<file path="config.mk">
export PLATFORM = sky130hd
export DESIGN_NAME = vp_recovery_ctrl
export DESIGN_NICKNAME = d
export VERILOG_FILES = /design/src/rtl/vp_recovery_ctrl.sv
export SDC_FILE = /design/constraint.sdc
export NUM_CORES = 1
export LEC_CHECK = 0
export CELL_PAD_IN_SITES_DETAIL_PLACEMENT = 1
export CELL_PAD_IN_SITES_GLOBAL_PLACEMENT = 2
export CORE_ASPECT_RATIO = 1.1
export CORE_MARGIN = 2
export CORE_UTILIZATION = 46
export CTS_CLUSTER_SIZE = 12
export DETAILED_ROUTE_END_ITERATION = 7
export PLACE_DENSITY = 0.9
export SKIP_LAST_GASP = 1
export SYNTH_ARGS = -nofsm -noshare
export SYNTH_HDL_FRONTEND = slang
export SYNTH_SLANG_ARGS = --single-unit
</file>
<file path="constraint.sdc">
create_clock -name clk -period 10.2 [get_ports clk]
set_input_delay 1.53 -clock clk [delete_from_list [all_inputs] [get_ports clk]]
set_output_delay 1.53 -clock clk [all_outputs]
set_load 0.005 [all_outputs]
</file>
<file path="src/rtl/vp_recovery_ctrl.sv">
// ----------------------------------------------------------------------------
// vp_recovery_ctrl
// Responder side of the value-prediction recovery handshake. A prediction
// opens a speculation window; every speculative register writeback during the
// window logs the register's previous value on an undo stack. On a
// misprediction the stack is unwound LIFO into the register file, the pipeline
// is flushed, fetch is redirected to the predicted load's PC and a one-cycle
// completion pulse is returned. A confirmed prediction simply discards the log.
// All outputs are registered and reflect the FSM state of the previous cycle.
// ----------------------------------------------------------------------------
module vp_recovery_ctrl #(
   parameter int LOG_DEPTH     = 8,
   parameter int DATA_WIDTH    = 32,
   parameter int ADDR_WIDTH    = 32,
   parameter int REG_IDX_WIDTH = 5
) (
   input  logic                     clk,
   input  logic                     rst,
   input  logic                     spec_start,
   input  logic [ADDR_WIDTH-1:0]    spec_pc,
   input  logic                     recover,
   input  logic                     correct,
   input  logic                     wb_valid,
   input  logic [REG_IDX_WIDTH-1:0] wb_reg,
   input  logic [DATA_WIDTH-1:0]    wb_old_data,
   output logic                     rf_restore_valid,
   output logic [REG_IDX_WIDTH-1:0] rf_restore_reg,
   output logic [DATA_WIDTH-1:0]    rf_restore_data,
   output logic                     flush,
   output logic                     redirect_valid,
   output logic [ADDR_WIDTH-1:0]    redirect_pc,
   output logic                     recovery_done,
   output logic                     spec_active,
   output logic                     log_full,
   output logic                     log_overflow
);

   localparam int PTR_W = $clog2(LOG_DEPTH);
   localparam int CNT_W = PTR_W + 1;
   localparam logic [CNT_W-1:0] FULL_CNT = CNT_W'(LOG_DEPTH);
   localparam logic [CNT_W-1:0] CNT_ONE  = CNT_W'(1);
   localparam logic [PTR_W-1:0] PTR_ONE  = PTR_W'(1);

   typedef enum logic [2:0] {
      ST_IDLE,
      ST_SPEC,
      ST_UNDO,
      ST_REDIRECT,
      ST_DONE
   } state_e;

   state_e                   state_q, state_d;
   logic [CNT_W-1:0]         count_q, count_d;
   logic [PTR_W-1:0]         ptr_q, ptr_d;     // next free slot; top of stack is ptr_q-1
   logic [ADDR_WIDTH-1:0]    pc_q, pc_d;
   logic                     overflow_q, overflow_d;

   logic                     restore_valid_q, restore_valid_d;
   logic [REG_IDX_WIDTH-1:0] restore_reg_q, restore_reg_d;
   logic [DATA_WIDTH-1:0]    restore_data_q, restore_data_d;
   logic                     flush_q, flush_d;
   logic                     redirect_valid_q, redirect_valid_d;
   logic [ADDR_WIDTH-1:0]    redirect_pc_q, redirect_pc_d;
   logic                     done_q, done_d;
   logic                     spec_active_q, spec_active_d;
   logic                     log_full_q, log_full_d;

   // Undo stack storage: one register index and one old value per entry.
   logic [REG_IDX_WIDTH-1:0] log_reg_mem  [LOG_DEPTH];
   logic [DATA_WIDTH-1:0]    log_data_mem [LOG_DEPTH];

   logic                     push_en;
   logic [PTR_W-1:0]         top_ptr;
   logic                     stack_full;

   assign top_ptr    = ptr_q - PTR_ONE;   // wraps mod LOG_DEPTH
   assign stack_full = (count_q == FULL_CNT);

   // Next-state, stack bookkeeping and next-cycle output values.
   always_comb begin
      // NOTE: every variable gets a default before the case so no path can
      // leave one unassigned, which would otherwise infer a latch.
      state_d          = state_q;
      count_d          = count_q;
      ptr_d            = ptr_q;
      pc_d             = pc_q;
      overflow_d       = overflow_q;
      push_en          = 1'b0;
      restore_valid_d  = 1'b0;
      restore_reg_d    = '0;
      restore_data_d   = '0;
      flush_d          = 1'b0;
      redirect_valid_d = 1'b0;
      redirect_pc_d    = '0;
      done_d           = 1'b0;
      spec_active_d    = 1'b0;

      case (state_q)
         ST_IDLE: begin
            if (spec_start) begin
               state_d = ST_SPEC;
               pc_d    = spec_pc;
               count_d = '0;
               ptr_d   = '0;
            end
         end

         ST_SPEC: begin
            spec_active_d = 1'b1;
            if (recover) begin
               // A same-cycle writeback already modified the RF, so log it
               // before unwinding. recover takes priority over correct.
               if (wb_valid) begin
                  if (!stack_full) begin
                     push_en = 1'b1;
                     count_d = count_q + CNT_ONE;
                     ptr_d   = ptr_q + PTR_ONE;
                  end else begin
                     overflow_d = 1'b1;
                  end
               end
               // Nothing to unwind: skip straight to the redirect.
               state_d = (count_q == '0 && !push_en) ? ST_REDIRECT : ST_UNDO;
            end else if (correct) begin
               state_d = ST_IDLE;
               count_d = '0;
               ptr_d   = '0;
            end else if (wb_valid) begin
               if (!stack_full) begin
                  push_en = 1'b1;
                  count_d = count_q + CNT_ONE;
                  ptr_d   = ptr_q + PTR_ONE;
               end else begin
                  overflow_d = 1'b1;
               end
            end
         end

         ST_UNDO: begin
            spec_active_d = 1'b1;
            flush_d       = 1'b1;
            if (count_q != '0) begin
               restore_valid_d = 1'b1;
               restore_reg_d   = log_reg_mem[top_ptr];
               restore_data_d  = log_data_mem[top_ptr];
               count_d         = count_q - CNT_ONE;
               ptr_d           = top_ptr;
               if (count_q == CNT_ONE) begin
                  state_d = ST_REDIRECT;
               end
            end else begin
               state_d = ST_REDIRECT;
            end
         end

         ST_REDIRECT: begin
            spec_active_d    = 1'b1;
            flush_d          = 1'b1;
            redirect_valid_d = 1'b1;
            redirect_pc_d    = pc_q;
            state_d          = ST_DONE;
         end

         ST_DONE: begin
            done_d  = 1'b1;
            state_d = ST_IDLE;
         end

         default: begin
            state_d = ST_IDLE;
         end
      endcase

      log_full_d = (count_d == FULL_CNT);
   end

   // State, stack bookkeeping and registered outputs.
   always_ff @(posedge clk or posedge rst) begin
      if (rst) begin
         state_q          <= ST_IDLE;
         count_q          <= '0;
         ptr_q            <= '0;
         pc_q             <= '0;
         overflow_q       <= 1'b0;
         restore_valid_q  <= 1'b0;
         restore_reg_q    <= '0;
         restore_data_q   <= '0;
         flush_q          <= 1'b0;
         redirect_valid_q <= 1'b0;
         redirect_pc_q    <= '0;
         done_q           <= 1'b0;
         spec_active_q    <= 1'b0;
         log_full_q       <= 1'b0;
      end else begin
         // NOTE: sequential state uses non-blocking assignments so every
         // register samples the pre-edge values regardless of statement order.
         state_q          <= state_d;
         count_q          <= count_d;
         ptr_q            <= ptr_d;
         pc_q             <= pc_d;
         overflow_q       <= overflow_d;
         restore_valid_q  <= restore_valid_d;
         restore_reg_q    <= restore_reg_d;
         restore_data_q   <= restore_data_d;
         flush_q          <= flush_d;
         redirect_valid_q <= redirect_valid_d;
         redirect_pc_q    <= redirect_pc_d;
         done_q           <= done_d;
         spec_active_q    <= spec_active_d;
         log_full_q       <= log_full_d;
      end
   end

   // Undo stack write port.
   // NOTE: the storage array has no reset; entries are only read below the
   // count, which is reset, so stale contents are never observed.
   always_ff @(posedge clk) begin
      if (push_en) begin
         log_reg_mem[ptr_q]  <= wb_reg;
         log_data_mem[ptr_q] <= wb_old_data;
      end
   end

   assign rf_restore_valid = restore_valid_q;
   assign rf_restore_reg   = restore_reg_q;
   assign rf_restore_data  = restore_data_q;
   assign flush            = flush_q;
   assign redirect_valid   = redirect_valid_q;
   assign redirect_pc      = redirect_pc_q;
   assign recovery_done    = done_q;
   assign spec_active      = spec_active_q;
   assign log_full         = log_full_q;
   assign log_overflow     = overflow_q;

endmodule

</file>
## Yosys cells after proc, flatten, opt, wreduce, memory -nomap -nowiden

Memories as Yosys holds them, arrays and structs flattened.
Cells that the tools add are included.

- Register bits after elaboration: 118
- RAM bits: 296
- Output and inout port bits: 76
- Memories kept: 2

- Add/subtract/negate cells: 4
- Equality and inequality tests: 12
- Mux-type cells: 45
- Reduce and logical (&&, ||, !) cells: 12

Memories:

| memory | depth | bits a word | read ports | clocked after Yosys merged registers in | wr ports | line | source |
|---|---|---|---|---|---|---|---|
| log_data_mem | 8 | 32 | 1 | 0 | 1 | 70 | `logic [DATA_WIDTH-1:0] log_data_mem [LOG_DEPTH];` |
| log_reg_mem | 8 | 5 | 1 | 0 | 1 | 69 | `logic [REG_IDX_WIDTH-1:0] log_reg_mem [LOG_DEPTH];` |

Operators by type and width:

| cell | count |
|---|---|
| 32-bit 2-to-1 mux | 3 |
| 3-bit 2-to-1 mux | 11 |
| 4-bit 2-to-1 mux | 6 |
| 1-bit 2-to-1 mux | 20 |
| 3-bit one-hot mux with 4 select lines | 1 |
| 4-bit one-hot mux with 3 select lines | 1 |
| 5-bit 2-to-1 mux | 2 |
| 3-bit one-hot mux with 3 select lines | 1 |
| 4-bit == test (second input constant) | 2 |
| 3-bit by 2-bit == test with 1-bit output (second input constant) | 2 |
| 2-bit inequality test (second input constant) | 3 |
| 3-bit inequality test (second input constant) | 2 |
| 3-bit AND reduction | 2 |
| 4-bit by 1-bit adder with 4-bit output (second input constant) | 1 |
| 4-bit by 1-bit == test with 1-bit output (second input constant) | 1 |
| 4-bit logical NOT | 1 |
| 2-bit AND reduction | 2 |
| 4-bit nonzero test | 1 |
| 4-bit by 1-bit subtractor with 4-bit output (second input constant) | 1 |
| 3-bit by 1-bit adder with 3-bit output (second input constant) | 1 |
| 3-bit by 1-bit == test with 1-bit output (second input constant) | 1 |
| 3-bit == test (second input constant) | 1 |
| 3-bit logical NOT | 1 |
| 3-bit nonzero test | 1 |
| 5 further kinds | 5 |

## Longest topological paths before layout

Gate-level depths: netlist (run 1).

- Depth in word-level cells: 10
- Gate-level depth with buffers: 9
- Gate-level depth less buffers: 8

## Least setup slack after synthesis (run 1)

OpenSTA, ideal clock, no wires.

- Path type: input port to flip-flop
- Start: input correct
- End: memory log_data_mem[4][0], enable pin
- Arrival: 4.852 ns
- Setup slack: 4.871 ns
- Cell stages on the path: 5
- Path buffers: 0
- Cells stage by stage: nor2b_1 > or3_4 > nor2_1 > nand2_1 > nor3_1

- Longest elaborated chain between the ends: 5

RTL lines:

| what | line | source |
|---|---|---|
| start: declaration | 22 | `input logic correct,` |
| 1-bit 2-to-1 mux | 124 | `end else if (correct) begin` |
| 1-bit 2-to-1 mux | 110 | `if (recover) begin` |
| 1-bit 2-to-1 mux | 98 | `case (state_q)` |
| 1-bit 2-to-1 mux | 218 | `if (push_en) begin` |
| 1-bit 2-to-1 mux (not written as such) | 220 | `log_data_mem[ptr_q] <= wb_old_data;` |
| end: declaration | 70 |  |

No other way between the ends.

## Worst setup path in the final report (run 1)

- Start: input recover
- End: memory log_data_mem[1][8], enable pin

- Longest elaborated chain between the ends: 4

RTL lines:

| what | line | source |
|---|---|---|
| start: declaration | 21 | `input logic recover,` |
| 1-bit 2-to-1 mux | 110 |  |
| 1-bit 2-to-1 mux | 98 |  |
| 1-bit 2-to-1 mux | 218 |  |
| 1-bit 2-to-1 mux (not written as such) | 220 |  |

No other way between the ends.

==> metrics, run 1 <==
status completed; Gate Count Post-Synth roughly 800; Post-synth EDFFs between 200 and 300; DR iter-0 viols 681; Total GRT Usage about a fifth; Ys Warns 0; most frequent cells in the layout edfxtp_1 (296), clkdlybuf4s50_1 (150), dfrtp_1 (117); n_diodes 0; Port Buffers 150; GR Layer Usage met1 between 20% and 30%; nets@finish 1045; XOR/XNOR Fraction of Synth Area less than 1%; via count ~8000; H-tree Lvls 2; met3 global-route usage between 4 and 5%; antenna violations before repair 0; Finished Layout Cells around 1400; Unique masters post-synth 48; Largest Register log_data_mem; Worst-Margin Slew about 1300 ps; max reg flops between 200 and 300; average wire per standard cell ~24 µm; Layout area overhead 21.9%; Die Wd between 150 and 200 µm; Initial Util a little under half; global-route wire length before repair 52.8 mm; vias per cell roughly 5.5; cell at the root of the clock tree clkbuf_16; clk slew on worst S/H paths about 60 ps; Leak Pwr between 0.006 and 0.007 µW; Final Max Tran Viols 0; GP Congestion 0.742; adder-cell share of the synthesized area 0.406%; Syn Std Cell Area approximately 15000 µm²; # DRC 0; critical path's most frequent cell or3_4; setup bufs post-CTS 0; CTS tree yes; Max-slew headroom ~14%; Hold Crit Class register to register; CP max stage delay roughly 990 ps; syn_nets about 900; ANT nets after route 0; Top FF cell, synth edfxtp_1; multiplexer share of the synthesized area 13.3%; largest family of logic cells by synthesized area multiplexers; RSZ-0062 raised after global routing no; post-cts resize count 0; hold buffers post-CTS 0; MaxCap Viol Count 0; Simple-Gate Fraction of Synth Area about 5.3%; most common cell after layout, fill and taps aside edfxtp_1; cts bufs inserted 43; I/O Pins roughly 150; Clock Path Buffers 3; register bit count reported by yosys between 400 and 500; register area share after synthesis 76.9%; Inst Count DP between 1000 and 1500; arrival time worst endpoint between 4000 and 5000 ps; worst-path fanout max 37; Final min period 3890 ps; Detailed Route WL 34.1 mm; fraction of registers with async set/reset 28.5%; largest registers log_data_mem x256, log_reg_mem x40; VDD IR-drop max 0.186 mV; detailed placer's ending HPWL approximately 19 mm; Fmax approximately 260 MHz; vias in the first global route 8796; core footprint 33100 µm²; pwr dens 266 nW/µm²; largest net degree at the start of global routing between 70 and 80; critical path class input port to register; chip height just under 200 µm; Hold Fails Final Rpt 0; most used routing layer met2; critical path endpoint category register; Critical-path top delay cell nor2_4; Final Cycle Share around two fifths; worst endpoint required time between 10000 and 15000 ps; Syn Area/Cell 19.2 µm²; die footprint 34900 µm²; final setup vio count 0; sequence of cells on the critical path clkdlybuf4s50_1 > nor2b_1 > or3_4 > or3_4 > nor2_4; worst-skew pair later-pin latency ~540 ps; Setup TNS Final 0 ps; Synth Area in Compound Gates under 10%; clk sinks 414; first-pass iteration count of the detailed router 5; clk_skew approximately 17 ps; fraction of layout cells with a size suffix above 1 just under 20%; crit path launch type input port; row count 70; Overflow after GRT 0; met2 Resource Use GR between 30 and 40%
[stage by stage]
step                      cell area [µm²]  setup slack [ps]  power, µW  hold WS [ps]  util, %
after floorplan                     15400              4870       3040           450        -
after global placement              17400              5830       3490           460     52.6
after detailed placement            17400              5740       3540           470     52.6
after CTS                           18800              6280       5060           483     56.7
after global routing                18800              6170       5240           502     56.7
final                               18800              6310       4990           480     56.7
[power breakdown]
part	leakage [µW]	switching [µW]	internal, µW	total, µW
combinational	0.00183	686	667	1350
clock	0.000644	614	882	1500
sequential	0.00421	140	2010	2150
[critical path, delay by kind of cell]
kind / cells / cell delay, ps
and+or+nand+nor: 4 / 1930
buffers and inverters: 1 / 550
[logic make-up after synthesis]
family,after synthesis
xor+xnor,2
compound gates,62
simple gates,162
mux,108
buf+inv,48
flops,414
fa+ha+maj,5
[synth_stat cells, drive strengths merged (3+ instances only)]
library cell	n	area share (%)
buf	24	0.90
nand3	4	0.13
and3	32	1.3
and2	3	0.12
mux4	74	11
edfxtp	296	58
ha	5	0.41
nand2	85	2.1
inv	6	0.15
o21ai	4	0.13
nor2	18	0.44
a21oi	47	1.6
clkbuf	18	0.44
nor3	5	0.23
dfrtp	118	19
mux2	33	2.4
or3	3	0.19
[layout make-up]
class | instances | area, µm²
inverters | 6 | 27.5
multi-input cells | 339 | 3420
well taps | 432 | 541
flip-flops and latches | 414 | 11800
repair buffers | 161 | 1580
clock buffers | 72 | 1290
fillers | 2941 | 14300
clock inverters | 6 | 57.6
[per-layer routing]
| layer | share of wire [%] | vias to the layer above | routed length [µm] |
|---|---|---|---|
| met3 | 6.8 | 51 | 2330 |
| met1 | 43 | 4164 | 14600 |
| met2 | 49 | 279 | 16600 |
| met5 | 0 | - | 0 |
| met4 | 1.9 | 0 | 639 |
| li1 | - | 3421 | - |
[worst paths after layout]
check	start	endpoint	slack, ps	cells past startpoint
setup / recovery	recover	log_data_mem[1][8]$_DFFE_PP_	6310	5
hold / removal	pc_q[4]$_DFFE_PP0P_	pc_q[4]$_DFFE_PP0P_	480	1
setup reg to reg	ptr_q[0]$_DFFE_PP0P_	rf_restore_data[4]$_DFF_PP0_	6870	5
hold reg to reg	pc_q[4]$_DFFE_PP0P_	pc_q[4]$_DFFE_PP0P_	480	1
max in group asynchronous	rst	ptr_q[0]$_DFFE_PP0P_	7450	3
min in group asynchronous	rst	pc_q[2]$_DFFE_PP0P_	1410	2
(Power assumes the default switching activity.)
==> inputs of run 2 (changes only) <==
--- a/config.mk
+++ b/config.mk
@@ -9,10 +9,10 @@
 export CELL_PAD_IN_SITES_GLOBAL_PLACEMENT = 2
 export CORE_ASPECT_RATIO = 1.1
 export CORE_MARGIN = 2
-export CORE_UTILIZATION = 46
+export CORE_UTILIZATION = 39
 export CTS_CLUSTER_SIZE = 12
 export DETAILED_ROUTE_END_ITERATION = 7
-export PLACE_DENSITY = 0.9
+export PLACE_DENSITY = 0.81
 export SKIP_LAST_GASP = 1
 export SYNTH_ARGS = -nofsm -noshare
 export SYNTH_HDL_FRONTEND = slang
==> constraint.sdc (replaced) <==
create_clock -name clk -period 3.3 [get_ports clk]
set_input_delay 0.495 -clock clk [delete_from_list [all_inputs] [get_ports clk]]
set_output_delay 0.495 -clock clk [all_outputs]
set_load 0.005 [all_outputs]
==> metrics, run 2 (synthesis gave the netlist of run 1 again) <==
FF-to-FF path depth 7; Final Max Tran Viols 0; nets@finish ~1100; cts bufs inserted 44; RSZ-0062 raised after global routing no; Leak Pwr between 0.006 and 0.007 µW; Inst Count DP 1442; via count 7871; Comb pwr share 28.4%; # DRC 0; antenna violations before repair 0; H-tree Lvls 2; CTS tree yes; Total GRT Usage between 15 and 20%; clk_skew between 10 and 15 ps; worst-skew pair later-pin latency ~550 ps; DR iter-0 viols 423; I/O Pins ~150; Fmax approximately 390 MHz; n_diodes 0; Detailed Route WL between 30 and 40 mm; post-cts resize count 0; Finished Layout Cells ~1500; critical path endpoint category register; MaxCap Viol Count 0; fraction of layout cells with a size suffix above 1 20.9%; CP endpoint log_data_mem[0][25]$_DFFE_PP_; ANT nets after route 0; Crit. Startpoint count_q[0]$_DFF_PP0_; vias per cell roughly 5.2; core footprint between 30000 and 40000 µm²; Die Wd about 190 µm; arrival time worst endpoint 2770 ps; Worst R2R Setup Slack slightly above 700 ps; dpl cell area between 15000 and 20000 µm²; worst r2r dst log_data_mem[0][25]$_DFFE_PP_; worst endpoint required time roughly 3500 ps; chip height about 210 µm; register share of total power 41.8%; Setup TNS Final 0 ps; Design Area, Final around 19000 µm²; pwr dens around 810 nW/µm²; largest registers log_data_mem x256, log_reg_mem x40; reg2reg start count_q[0]$_DFF_PP0_; Clk network pwr share between 20 and 30%; Max-slew headroom 55.4%; clk slew on worst S/H paths 60 ps; Hold Crit Class input port to async pin; first-pass iteration count of the detailed router 5; Final Cycle Share between 70% and 80%; VDD IR-drop max 0.484 mV; max reg flops ~260; Worst-Margin Slew 669 ps; largest net degree at the start of global routing 82; Initial Util between 30 and 40%; Largest Register log_data_mem; crit path launch type register; GP Congestion slightly above 0.7; final setup vio count 0; row count 76; most common cell after layout, fill and taps aside edfxtp_1; Port Buffers 150; global-route wire length before repair 53.4 mm; detailed placer's ending HPWL approximately 20 mm; most frequent cells in the layout edfxtp_1 (296), clkdlybuf4s50_1 (150), dfrtp_1 (117); status completed; cell at the root of the clock tree clkbuf_16; Layout area overhead 23.9%; average wire per standard cell about 22 µm; Layout fillers 3608; vias in the first global route between 8000 and 9000; Overflow after GRT 0; setup bufs post-CTS 0; die footprint slightly above 40000 µm²; worst-path fanout max 23; Clock Path Buffers 3; Fin Hold WS between 300 and 400 ps; Hold Fails Final Rpt 0; hold buffers post-CTS 0; Internal approximately 11000 µW; critical path class register to register; Final min period roughly 2600 ps; Net Sw Frac roughly 29%; clk sinks between 400 and 500; Psw around 4500 µW
-- run 2: changes by cell type in the layout (fill, tap and decap cells not counted), moves of 2 or more --
cell,before,now
clkinv_2,1,4
clkinv_1,2,4
clkbuf_1,21,18
buf_12,0,7
buf_4,11,19
-- run 2: final cells by class --
cell class                      count  area (µm²)  share of cell area (%)
Clock buffer                       68        1250                    6.56
Clock inverter                     12        97.6                   0.512
Inverter                            6        26.3                   0.138
Multi-Input combinational cell    339        3430                    18.0
Sequential cell                   414       11800                    62.1
Tap cell                          507         634                    3.33
Timing Repair Buffer              176        1780                    9.36
-- run 2: worst min path at each step --
stage                           endpoint  depth (start not counted)  slack (ps)           startpoint
2_1_floorplan        pc_q[0]$_DFFE_PP0P_                          1         450  pc_q[0]$_DFFE_PP0P_
4_1_cts        redirect_pc[30]$_DFF_PP0_                          2         350                  rst
5_1_grt           state_q[2]$_DFFE_PP0P_                          2         390                  rst
3_3_place_gp         pc_q[5]$_DFFE_PP0P_                          1         460  pc_q[5]$_DFFE_PP0P_
6_report          state_q[0]$_DFFE_PP0P_                          2         330                  rst
3_5_place_dp         pc_q[2]$_DFFE_PP0P_                          1         470  pc_q[2]$_DFFE_PP0P_
-- run 2: power groups by stage --
stage / combinational [µW] / clock, µW / sequential, µW
after floorplan: 2900 / 0 / 6500
after detailed placement: 4480 / 0 / 6580
final: 4400 / 4630 / 6480
after global placement: 4380 / 0 / 6550
after CTS: 4520 / 4760 / 6490
after global routing: 4830 / 4930 / 6550
-- run 2: layer usage --
metal	vias to the layer above	wire [µm]	track usage, %	part of all wire (%)
li1	3454	-	-	-
met1	4116	14600	22.4	43
met2	232	17100	29.3	50
met3	69	1590	2.78	4.7
met4	0	912	5.53	2.7
met5	-	0	0	0
-- run 2: through the flow --
| stage | util (%) | setup WS, ps | power, µW |
|---|---|---|---|
| after CTS | 48.8 | 719 | 15800 |
| final | 48.8 | 723 | 15500 |
| after floorplan | - | -110 | 9400 |
| after detailed placement | 45.3 | 368 | 11100 |
| after global placement | 45.3 | 467 | 10900 |
| after global routing | 48.8 | 573 | 16300 |
-- run 2: critical path: stages, from the launching register on --
cell	delay, ps
dfrtp_1	420
inv_1	110
ha_1	250
nand3b_1	240
nand2_1	140
or3_4	440
nor3_4	190
buf_4	390
